## config.mk

```make
export PLATFORM = sky130hd
export DESIGN_NAME = mux_src_arbiter
export DESIGN_NICKNAME = d
export VERILOG_FILES = /design/src/rtl/mux_arb_pkg.sv /design/src/rtl/mux_src_arbiter_rr_pick3.sv /design/src/rtl/mux_src_arbiter.sv
export SDC_FILE = /design/constraint.sdc
export NUM_CORES = 1
export LEC_CHECK = 0
export CAP_MARGIN = 20
export CORE_MARGIN = 2
export CORE_UTILIZATION = 25
export CTS_CLUSTER_DIAMETER = 120
export DETAILED_ROUTE_END_ITERATION = 8
export PLACE_DENSITY = 0.53
export SLEW_MARGIN = 40
export SYNTH_ARGS = -nofsm -noshare
export SYNTH_HDL_FRONTEND = slang
export SYNTH_HIERARCHICAL = 1
export SYNTH_SLANG_ARGS = --single-unit
```

## constraint.sdc

```tcl
create_clock -name clk -period 3.32 [get_ports clk]
set_input_delay 0.83 -clock clk [delete_from_list [all_inputs] [get_ports clk]]
set_output_delay 0.83 -clock clk [all_outputs]
set_load 0.03 [all_outputs]
```

## src/rtl/mux_arb_pkg.sv

```systemverilog
// Shared types and select codes for the three-source mux arbiter.
package mux_arb_pkg;

  localparam int NUM_SRC = 3;

  typedef enum logic [1:0] {
    ST_IDLE   = 2'd0,
    ST_SWITCH = 2'd1,
    ST_GRANT  = 2'd2
  } state_t;

  localparam logic [1:0] SEL_PARK = 2'd0;
  localparam logic [1:0] SEL_SRC1 = 2'd1;
  localparam logic [1:0] SEL_SRC2 = 2'd2;
  localparam logic [1:0] SEL_SRC3 = 2'd3;

  function automatic logic [1:0] sel_of(input logic [NUM_SRC-1:0] oh);
    case (oh)
      3'b001:  return SEL_SRC1;
      3'b010:  return SEL_SRC2;
      3'b100:  return SEL_SRC3;
      default: return SEL_PARK;
    endcase
  endfunction

endpackage

```

## src/rtl/mux_src_arbiter_rr_pick3.sv

```systemverilog
// Round-robin pick among three requesters, starting after last_owner (one-hot).
module rr_pick3
  import mux_arb_pkg::*;
(
  input  logic [NUM_SRC-1:0] req,
  input  logic [NUM_SRC-1:0] last_owner,
  output logic [NUM_SRC-1:0] next_owner,
  output logic               found
);

  always_comb begin
    next_owner = '0;
    case (last_owner)
      3'b001: begin
        if (req[1])      next_owner = 3'b010;
        else if (req[2]) next_owner = 3'b100;
        else if (req[0]) next_owner = 3'b001;
      end
      3'b010: begin
        if (req[2])      next_owner = 3'b100;
        else if (req[0]) next_owner = 3'b001;
        else if (req[1]) next_owner = 3'b010;
      end
      default: begin
        if (req[0])      next_owner = 3'b001;
        else if (req[1]) next_owner = 3'b010;
        else if (req[2]) next_owner = 3'b100;
      end
    endcase
  end

  assign found = |next_owner;

endmodule

```

## src/rtl/mux_src_arbiter.sv

```systemverilog
// Round-robin owner of the shared 3-source mux with a break-before-make gap.
// Optional forced release after MAX_HOLD grant cycles: define MUX_ARB_TIMEOUT_EN.
module mux_src_arbiter
  import mux_arb_pkg::*;
#(
  parameter int SWITCH_GAP = 1,
  parameter int MAX_HOLD   = 16
) (
  input  logic               clk,
  input  logic               rst,
  input  logic [NUM_SRC-1:0] req,
  output logic [NUM_SRC-1:0] grant,
  output logic [1:0]         sel,
  output logic               out_valid,
  output logic               busy,
  output logic               preempt
);

  localparam int              GAP_W    = 2;
  localparam logic [GAP_W-1:0] GAP_INIT = GAP_W'(SWITCH_GAP - 1);

  if (SWITCH_GAP < 1 || SWITCH_GAP > 3 || MAX_HOLD < 2) begin : g_param_check
    $error("mux_src_arbiter: SWITCH_GAP must be 1..3 and MAX_HOLD at least 2");
  end

  state_t               state_q, state_d;
  logic [NUM_SRC-1:0]   owner_q, owner_d;
  logic [NUM_SRC-1:0]   last_q, last_d;
  logic [GAP_W-1:0]     gap_q, gap_d;
  logic                 rel;

  logic [NUM_SRC-1:0]   pick_req, pick_last, pick_owner;
  logic                 pick_found;

  logic [NUM_SRC-1:0]   grant_d;
  logic [1:0]           sel_d;
  logic                 valid_d, busy_d, preempt_d;

`ifdef MUX_ARB_TIMEOUT_EN
  localparam int              HOLD_W    = $clog2(MAX_HOLD + 1);
  localparam logic [HOLD_W-1:0] HOLD_LAST = HOLD_W'(MAX_HOLD - 1);
  localparam logic [HOLD_W-1:0] HOLD_MAX  = HOLD_W'(MAX_HOLD);
  logic [HOLD_W-1:0]    hold_q, hold_d;
  logic                 force_rel;
`endif

  // While granted, the current owner is excluded so a release never re-picks it.
  always_comb begin
    pick_req  = req;
    pick_last = last_q;
    if (state_q == ST_GRANT) begin
      pick_req  = req & ~owner_q;
      pick_last = owner_q;
    end
  end

  rr_pick3 u_pick (
    .req        (pick_req),
    .last_owner (pick_last),
    .next_owner (pick_owner),
    .found      (pick_found)
  );

  always_ff @(posedge clk) begin
    if (rst) begin
      state_q   <= ST_IDLE;
      owner_q   <= '0;
      last_q    <= 3'b100;
      gap_q     <= '0;
      grant     <= '0;
      sel       <= SEL_PARK;
      out_valid <= 1'b0;
      busy      <= 1'b0;
      preempt   <= 1'b0;
    end else begin
      state_q   <= state_d;
      owner_q   <= owner_d;
      last_q    <= last_d;
      gap_q     <= gap_d;
      grant     <= grant_d;
      sel       <= sel_d;
      out_valid <= valid_d;
      busy      <= busy_d;
      preempt   <= preempt_d;
    end
  end

`ifdef MUX_ARB_TIMEOUT_EN
  always_ff @(posedge clk) begin
    if (rst) hold_q <= '0;
    else     hold_q <= hold_d;
  end
`endif

  always_comb begin
    state_d = state_q;
    owner_d = owner_q;
    last_d  = last_q;
    gap_d   = gap_q;
    rel     = 1'b0;
`ifdef MUX_ARB_TIMEOUT_EN
    hold_d    = hold_q;
    force_rel = 1'b0;
`endif
    case (state_q)
      ST_IDLE: begin
        if (pick_found) begin
          owner_d = pick_owner;
          gap_d   = GAP_INIT;
          state_d = ST_SWITCH;
        end
      end
      ST_SWITCH: begin
        if (!(|(req & owner_q))) begin
          if (pick_found) begin
            owner_d = pick_owner;
            gap_d   = GAP_INIT;
          end else begin
            owner_d = '0;
            state_d = ST_IDLE;
          end
        end else if (gap_q == '0) begin
          state_d = ST_GRANT;
`ifdef MUX_ARB_TIMEOUT_EN
          hold_d  = '0;
`endif
        end else begin
          gap_d = gap_q - 1'b1;
        end
      end
      ST_GRANT: begin
        rel = !(|(req & owner_q));
`ifdef MUX_ARB_TIMEOUT_EN
        // >= keeps a late competitor effective once the counter has saturated.
        if (!rel && pick_found && hold_q >= HOLD_LAST) begin
          rel       = 1'b1;
          force_rel = 1'b1;
        end else if (hold_q != HOLD_MAX) begin
          hold_d = hold_q + 1'b1;
        end
`endif
        if (rel) begin
          last_d = owner_q;
          if (pick_found) begin
            owner_d = pick_owner;
            gap_d   = GAP_INIT;
            state_d = ST_SWITCH;
          end else begin
            owner_d = '0;
            state_d = ST_IDLE;
          end
        end
      end
      default: begin
        owner_d = '0;
        state_d = ST_IDLE;
      end
    endcase
  end

  always_comb begin
    grant_d = (state_d == ST_GRANT) ? owner_d : '0;
    sel_d   = (state_d == ST_IDLE) ? SEL_PARK : sel_of(owner_d);
    valid_d = |grant_d;
    busy_d  = (state_d != ST_IDLE);
`ifdef MUX_ARB_TIMEOUT_EN
    preempt_d = force_rel;
`else
    preempt_d = 1'b0;
`endif
  end

endmodule

```

==> results of run 1 <==
-- stage by stage --
stage / power, uW / setup slack [ps] / area, um^2 / utilization, %
after global routing: 506 / 262 / 1180 / 32.0
after global placement: 325 / 290 / 1130 / 30.7
after floorplan: 295 / 785 / 970 / -
final: 480 / 473 / 1180 / 32.0
after CTS: 486 / 515 / 1180 / 32.0
after detailed placement: 326 / 247 / 1130 / 30.7
-- flip-flops by register name (all words and copies together), names as in the netlist --
register / cells
owner_q: 3
state_q: 2
sel: 2
out_valid: 1
last_q: 3
gap_q: 2
busy: 1
grant: 3
-- worst max-delay path, delay by kind of cell (launching register included) --
family                     cells  cell delay, ps
AOI/OAI and AO/OA              4            1050
DFF                            1             450
and+or+nand+nor                2             740
adders and majority gates      1             490
-- how the worst min path moves through the flow --
stage | endpoint | slack (ps) | depth (start not counted)
after floorplan | last_q[0]$_SDFFE_PP0P_ | 430 | 2
after global routing | last_q[2]$_SDFFE_PP1P_ | 490 | 1
final | last_q[1]$_SDFFE_PP0P_ | 470 | 2
after global placement | last_q[0]$_SDFFE_PP0P_ | 450 | 2
after CTS | last_q[1]$_SDFFE_PP0P_ | 480 | 2
after detailed placement | last_q[2]$_SDFFE_PP1P_ | 470 | 1
-- routing by layer --
layer	vias to the layer above	share of wire, %	GRT usage, %
met5	-	0	0
met4	0	2.5	6.12
met3	6	2.2	1.53
met2	21	50	17.9
met1	396	46	14.1
li1	430	-	-
-- power by group through the flow --
stage,sequential (uW),clock (uW),combinational (uW)
4_1_cts,221,164,101
5_1_grt,222,173,111
3_5_place_dp,226,0,100
2_1_floorplan,231,0,63.3
3_3_place_gp,225,0,99.4
6_report,221,159,100
-- cells by family after synthesis --
| logic type | synth area share [%] |
|---|---|
| AOI/OAI and AO/OA | 25.3 |
| xor gates and xnor gates | 2.71 |
| adders and majority gates | 6.45 |
| buffers and inverters | 5.81 |
| DFF | 35.1 |
| muxes | 3.48 |
| other | 0.387 |
| and+or+nand+nor | 20.8 |
-- cells in the final DEF (no fill, tap or decap), drive strengths merged, types with 5 or more instances in the layout --
master / n
a21oi: 5
clkdlybuf4s50: 11
dfxtp: 17
ha: 5
inv: 9
nand2: 7
nor2: 15
o21ai: 5
-- layout make-up --
cell class	count	area [um^2]	area share [%]
Sequential cell	17	340	28.9
Tap cell	48	60.1	5.10
Inverter	9	33.8	2.87
Multi-Input combinational cell	83	573	48.6
Timing Repair Buffer	13	125	10.6
Clock inverter	1	5.00	0.425
Clock buffer	3	41.3	3.50
==> impl_results.rst, run 1 <==
.. list-table::
   :header-rows: 1

   * - Metric
     - Value
   * - Outcome
     - complete, no violations
   * - Worst hold slack
     - 470 ps
   * - Share of total power in sequential cells
     - 46.0%
   * - Overall routed net length
     - 2160 um
   * - Number of fill cells
     - 407
   * - Hold Path Origin
     - last_q[1]$_SDFFE_PP0P_
   * - I/O pin count
     - 13
   * - Clock root buffer master
     - clkbuf_8
   * - WP data required
     - 3450 ps
   * - Area leader, netlist
     - dfxtp_1
   * - Flip-flop and latch count after synthesis
     - 17
   * - Area of the core region
     - 3690 um^2
   * - Top cells by area in the synthesized netlist
     - dfxtp_1, ha_1, nor2_1, a22oi_2, inv_1
   * - Number of pins with negative max-slew slack in the final report
     - 0
   * - CTS tree
     - yes
   * - CTS max path bufs
     - 2
   * - Post-route ant nets
     - 0
   * - Critical Path Source
     - state_q[1]$_SDFF_PP0_
   * - Element type at the critical path start
     - flop
   * - Synth cell count leaders
     - dfxtp_1, nor2_1, inv_1, nand2_1
   * - Sequence of cells on the critical path
     - ha_1, a21boi_0, or3_1, o311a_1, a221oi_1, or3_1, a31oi_1
   * - Chip Height
     - 66.3 um
   * - Number of cells upsized or downsized after cts
     - 0
   * - Die Area
     - 4390 um^2
   * - Top flip-flop cell by instance count after synthesis
     - dfxtp_1
   * - Net Sw Frac
     - 29.5%
   * - Netlist Area Pre-Place
     - 970 um^2
   * - Drt first-iter violations
     - 20
   * - Starting utilization of the core area
     - 26.3%
   * - Count of endpoints failing hold in the final timing report
     - 0
   * - Drc violations
     - 0
   * - Number of flops mapped to enable cells by yosys
     - 0
   * - Number of antenna repair diodes
     - 0
   * - Iteration count of the initial detailed-routing pass
     - 4
   * - Crit. End Element
     - flop
   * - Setup_tns
     - 0 ps
   * - Leak pwr
     - 0.000445 uW
   * - Area overhead of the layout relative to synthesis
     - 21.5%
   * - Cts hold-fix bufs
     - 0
   * - Total power divided by cell area
     - 408 nW/um^2
   * - Row count
     - 22
   * - Clock network fraction of total power
     - 33.1%
   * - Drt via density
     - 4.90
   * - Maximum frequency from static timing analysis
     - 0.351 GHz
   * - CTS H-Tree Depth
     - 1
   * - Setup violations, final
     - 0
   * - Worst min path class
     - flop to flop
   * - Critical Path Sink
     - out_valid$_SDFF_PP0_
   * - CP dominant cell by count
     - or3_1
   * - Placer congestion estimate
     - 0.863
   * - Post-CTS setup buffers
     - 0
   * - Reg2reg setup slack
     - 470 ps
   * - Time the final worst path needs with I/O delays and setup
     - 2850 ps
   * - Worst clock skew
     - 2.31 ps
   * - Global-route wire length before repair
     - 3710 um
   * - Total of buffers placed on input and output ports
     - 11
   * - Maximum cell stage delay along the critical path
     - 520 ps
   * - Final non-filler cell total
     - 174
   * - Insertion delay of the later-clocked pin in the worst-skew pair
     - 260 ps
   * - Leading cell type by number of instances after synthesis
     - dfxtp_1
   * - Share of async-settable or async-resettable flops after synthesis
     - 0%
   * - Overflow after GRT
     - 0
   * - Global-route usage over all layers
     - 11.1%
   * - Largest net degree at the start of global routing
     - 15
   * - Post-synthesis average cell area
     - 8.58 um^2
   * - Worst-path fanout max
     - 14
   * - Worst setup path category
     - flop to flop
   * - WL per Instance
     - 12.4 um
   * - Max IR drop VDD
     - 0.000197 V
   * - Endpoint arrival time on the critical path
     - 2980 ps
   * - Total number of vias
     - 853
   * - Post-layout net count
     - 137
   * - Gate count after technology mapping
     - 113
   * - Sequential element share of the synthesized area
     - 35.1%
   * - Fin crit share
     - 85.8%
   * - # Max-Cap Violations
     - 0
   * - Origin of the critical flop-to-flop path
     - state_q[1]$_SDFF_PP0_
   * - Share of post-route cells with drive strength above 1
     - 11.1%
   * - Area share of the leading cell type in the synthesized netlist
     - 35.1%
   * - Count of different cell masters after synthesis
     - 45
   * - Capture point of the worst reg-to-reg path
     - out_valid$_SDFF_PP0_
   * - RSZ-0062 raised after global routing
     - no
   * - Number of clock sinks seen by CTS
     - 17
   * - Clock-pin slew on the worst setup and hold paths
     - 70 ps
   * - Total of warnings raised by yosys
     - 6
   * - Number of global-route vias before repair
     - 806
   * - Net Sw Power
     - 142 uW
   * - Placed Cells incl. Taps
     - 170
   * - Critical-path top delay cell
     - or3_1
   * - Worst slew margin
     - 66.1%
   * - Total nets after synthesis
     - 123
   * - Inserted Clock Buffers
     - 3
   * - Initial antenna violation count
     - 0
   * - HPWL after detailed placement
     - 1680 um
   * - Floorplan die width
     - 66.3 um
   * - Register-to-Register Path Depth
     - 7
   * - Share of total power in combinational logic
     - 20.8%
   * - Worst Tran Pin Value
     - 504 ps
   * - Power Internal
     - 339 uW
Note: power is estimated with default switching activity, not from simulation.
==> run 2, diff against run 1 <==
Settings changed: GPL_TIMING_DRIVEN set to 0.
==> run 2 against run 1 <==
Effect of this change: final area is 0.64% higher; combinational power hardly changed; setup slack worse by 240 ps; wire length is 3.6% lower; critical endpoint is now sel[1]$_SDFF_PP0_; first-iteration DRC count is 65% higher; register-to-register slack worse by 200 ps; global-route usage is 1.1 points lower.
==> impl_results.rst, run 2 (synthesis gave the netlist of run 1 again) <==
.. list-table::
   :header-rows: 1

   * - Metric
     - Value
   * - Count of endpoints failing hold in the final timing report
     - 0 (unchanged)
   * - Maximum frequency from static timing analysis
     - 0.324 GHz (was 0.351 GHz)
   * - Cell area reported after detailed placement
     - 1140 um^2 (was 1130 um^2)
   * - Drc violations
     - 0 (unchanged)
   * - I/O pin count
     - 13 (unchanged)
   * - Final standard cell area without fillers
     - 1190 um^2 (was 1180 um^2)
   * - Global-route wire length before repair
     - 3420 um (was 3710 um)
   * - Worst slew margin
     - 61.7% (was 66.1%)
   * - Worst Tran Pin Value
     - 570 ps (was 504 ps)
   * - Registers with the most flip-flops
     - grant: 3 flops, last_q: 3 flops, owner_q: 3 flops (unchanged)
   * - Sequence of cells on the critical path
     - clkdlybuf4s50_1, a21boi_0, or3_1, nand2_1, o31ai_1, a22oi_2, xnor2_1, nor3_1 (was ha_1, a21boi_0, or3_1, o311a_1, a221oi_1, or3_1, a31oi_1)
   * - RSZ-0062 raised after global routing
     - no (unchanged)
   * - Worst setup path category
     - input port to flop (was flop to flop)
   * - Fin crit share
     - 93.0% (was 85.8%)
   * - Critical Path Source
     - req[1] (was state_q[1]$_SDFF_PP0_)
   * - Number of global-route vias before repair
     - 819 (was 806)
   * - Cts hold-fix bufs
     - 0 (unchanged)
   * - Floorplan die width
     - 66.3 um (unchanged)
   * - Clock root buffer master
     - clkbuf_8 (unchanged)
   * - Largest net degree at the start of global routing
     - 11 (was 15)
   * - Worst-path fanout max
     - 7 (was 14)
   * - Critical-path top delay cell
     - clkdlybuf4s50_1 (was or3_1)
   * - Hold Path Origin
     - last_q[2]$_SDFFE_PP1P_ (was last_q[1]$_SDFFE_PP0P_)
   * - Inserted Clock Buffers
     - 3 (unchanged)
   * - Post-CTS setup buffers
     - 0 (unchanged)
   * - Worst min path class
     - flop to flop (unchanged)
   * - Worst clock skew
     - 5.43 ps (was 2.31 ps)
   * - Number of clock sinks seen by CTS
     - 17 (unchanged)
   * - Number of pins with negative max-slew slack in the final report
     - 0 (unchanged)
   * - Number of antenna repair diodes
     - 0 (unchanged)
   * - Max IR drop VDD
     - 0.000195 V (was 0.000197 V)
   * - CTS max path bufs
     - 2 (unchanged)
   * - Worst slack after detailed placement
     - -26.2 ps (was 247 ps)
   * - WL per Instance
     - 11.8 um (was 12.4 um)
   * - Time the final worst path needs with I/O delays and setup
     - 3090 ps (was 2850 ps)
   * - Iteration count of the initial detailed-routing pass
     - 4 (unchanged)
   * - HPWL after detailed placement
     - 1610 um (was 1680 um)
   * - Setup violations, final
     - 0 (unchanged)
   * - Drt via density
     - 4.85 (was 4.90)
   * - Die Area
     - 4390 um^2 (unchanged)
   * - Maximum cell stage delay along the critical path
     - 500 ps (was 520 ps)
   * - Total power divided by cell area
     - 400 nW/um^2 (was 408 nW/um^2)
   * - Starting utilization of the core area
     - 26.3% (unchanged)
   * - Leak pwr
     - 0.000448 uW (was 0.000445 uW)
   * - CTS tree
     - yes (unchanged)
   * - Number of cells upsized or downsized after cts
     - 0 (unchanged)
   * - Chip Height
     - 66.3 um (unchanged)
   * - Total number of vias
     - 853 (unchanged)
   * - Endpoint arrival time on the critical path
     - 3260 ps (was 2980 ps)
   * - Area occupied by multi-input gates
     - 573 um^2 (unchanged)
   * - Area of the core region
     - 3690 um^2 (unchanged)
   * - Placer congestion estimate
     - 0.764 (was 0.863)
   * - Area overhead of the layout relative to synthesis
     - 22.3% (was 21.5%)
   * - Drt first-iter violations
     - 33 (was 20)
   * - Register cell area after layout
     - 340 um^2 (unchanged)
   * - Most common cell after layout, fill and taps aside
     - dfxtp_1 (unchanged)
   * - Post-route ant nets
     - 0 (unchanged)
   * - WP data required
     - 3490 ps (was 3450 ps)
   * - Element type at the critical path start
     - input port (was flop)
   * - Clock-pin slew on the worst setup and hold paths
     - 70 ps (about the same)
   * - Smallest setup slack after layout
     - 231 ps (was 473 ps)
   * - Most frequent cells in the layout
     - dfxtp_1, nor2_1, clkdlybuf4s50_1 (unchanged)
   * - Overflow after GRT
     - 0 (unchanged)
   * - Insertion delay of the later-clocked pin in the worst-skew pair
     - 250 ps (was 260 ps)
   * - Crit. End Element
     - flop (unchanged)
   * - Outcome
     - complete, no violations (unchanged)
   * - Share of post-route cells with drive strength above 1
     - 10.9% (was 11.1%)
   * - Row count
     - 22 (unchanged)
   * - CTS H-Tree Depth
     - 1 (unchanged)
   * - Number of fill cells
     - 403 (was 407)
   * - Post-layout net count
     - 139 (was 137)
   * - Overall routed net length
     - 2080 um (was 2160 um)
   * - # Max-Cap Violations
     - 0 (unchanged)
   * - Initial antenna violation count
     - 0 (unchanged)
   * - Origin of the critical flop-to-flop path
     - state_q[0]$_SDFF_PP0_ (was state_q[1]$_SDFF_PP0_)
   * - Global-route usage over all layers
     - 10.0% (was 11.1%)
   * - Total of buffers placed on input and output ports
     - 11 (unchanged)
[run 2: cell types whose count changed in the layout (fill, tap and decap cells not counted), sizes merged]
cell | previous run | this run
buf | 2 | 3
clkbuf | 3 | 4
[run 2: metrics by stage]
step	util (%)	instances	TNS, ps	power, uW	hold WS [ps]
after global routing	32.2	176	0	499	505
final	32.2	176	0	475	467
after global placement	30.9	172	0	321	449
after floorplan	-	113	0	295	428
after detailed placement	30.9	172	-42.3	324	455
after CTS	32.2	176	0	480	469
[run 2: worst paths after layout]
path | endpoint | slack [ps] | cells past startpoint
setup / recovery | sel[1]$_SDFF_PP0_ | 230 | 8
hold / removal | last_q[2]$_SDFFE_PP1P_ | 470 | 1
setup reg to reg | sel[1]$_SDFF_PP0_ | 270 | 10
hold reg to reg | last_q[2]$_SDFFE_PP1P_ | 470 | 1
[run 2: final cells by class]
class | count | share of cell area [%]
Tap cell | 48 | 5.06
Clock buffer | 3 | 3.48
Sequential cell | 17 | 28.7
Timing Repair Buffer | 11 | 9.28
Buffer | 4 | 1.90
Clock inverter | 1 | 0.422
Inverter | 9 | 2.85
Multi-Input combinational cell | 83 | 48.3
[run 2: worst max-delay path: cells and delay by family]
kind                   cells  cell delay, ps
AO/OA/AOI/OAI              3            1180
XOR/XNOR                   1             180
buffers and inverters      1             500
AND/OR/NAND/NOR            3             570
[run 2: report_power, final]
group | total [uW] | internal [uW] | switching, uW
clock network | 156 | 83.2 | 72.3
logic | 98.5 | 40.9 | 57.6
registers | 221 | 213 | 8.06
total | 475 | 337 | 138
[run 2: per-layer routing]
layer	up-vias	global-route usage, %	part of all wire (%)
met5	-	0	0
met4	0	6.38	0.82
met2	17	17.6	52
met3	2	1.02	3.4
li1	432	-	-
met1	402	11.4	44
==> run 3, diff against run 2 <==
Settings changed: CTS_CLUSTER_SIZE set to 8.
==> results of run 3 <==
Same layout as run 2: the final DEF is identical, and so are final timing and power.
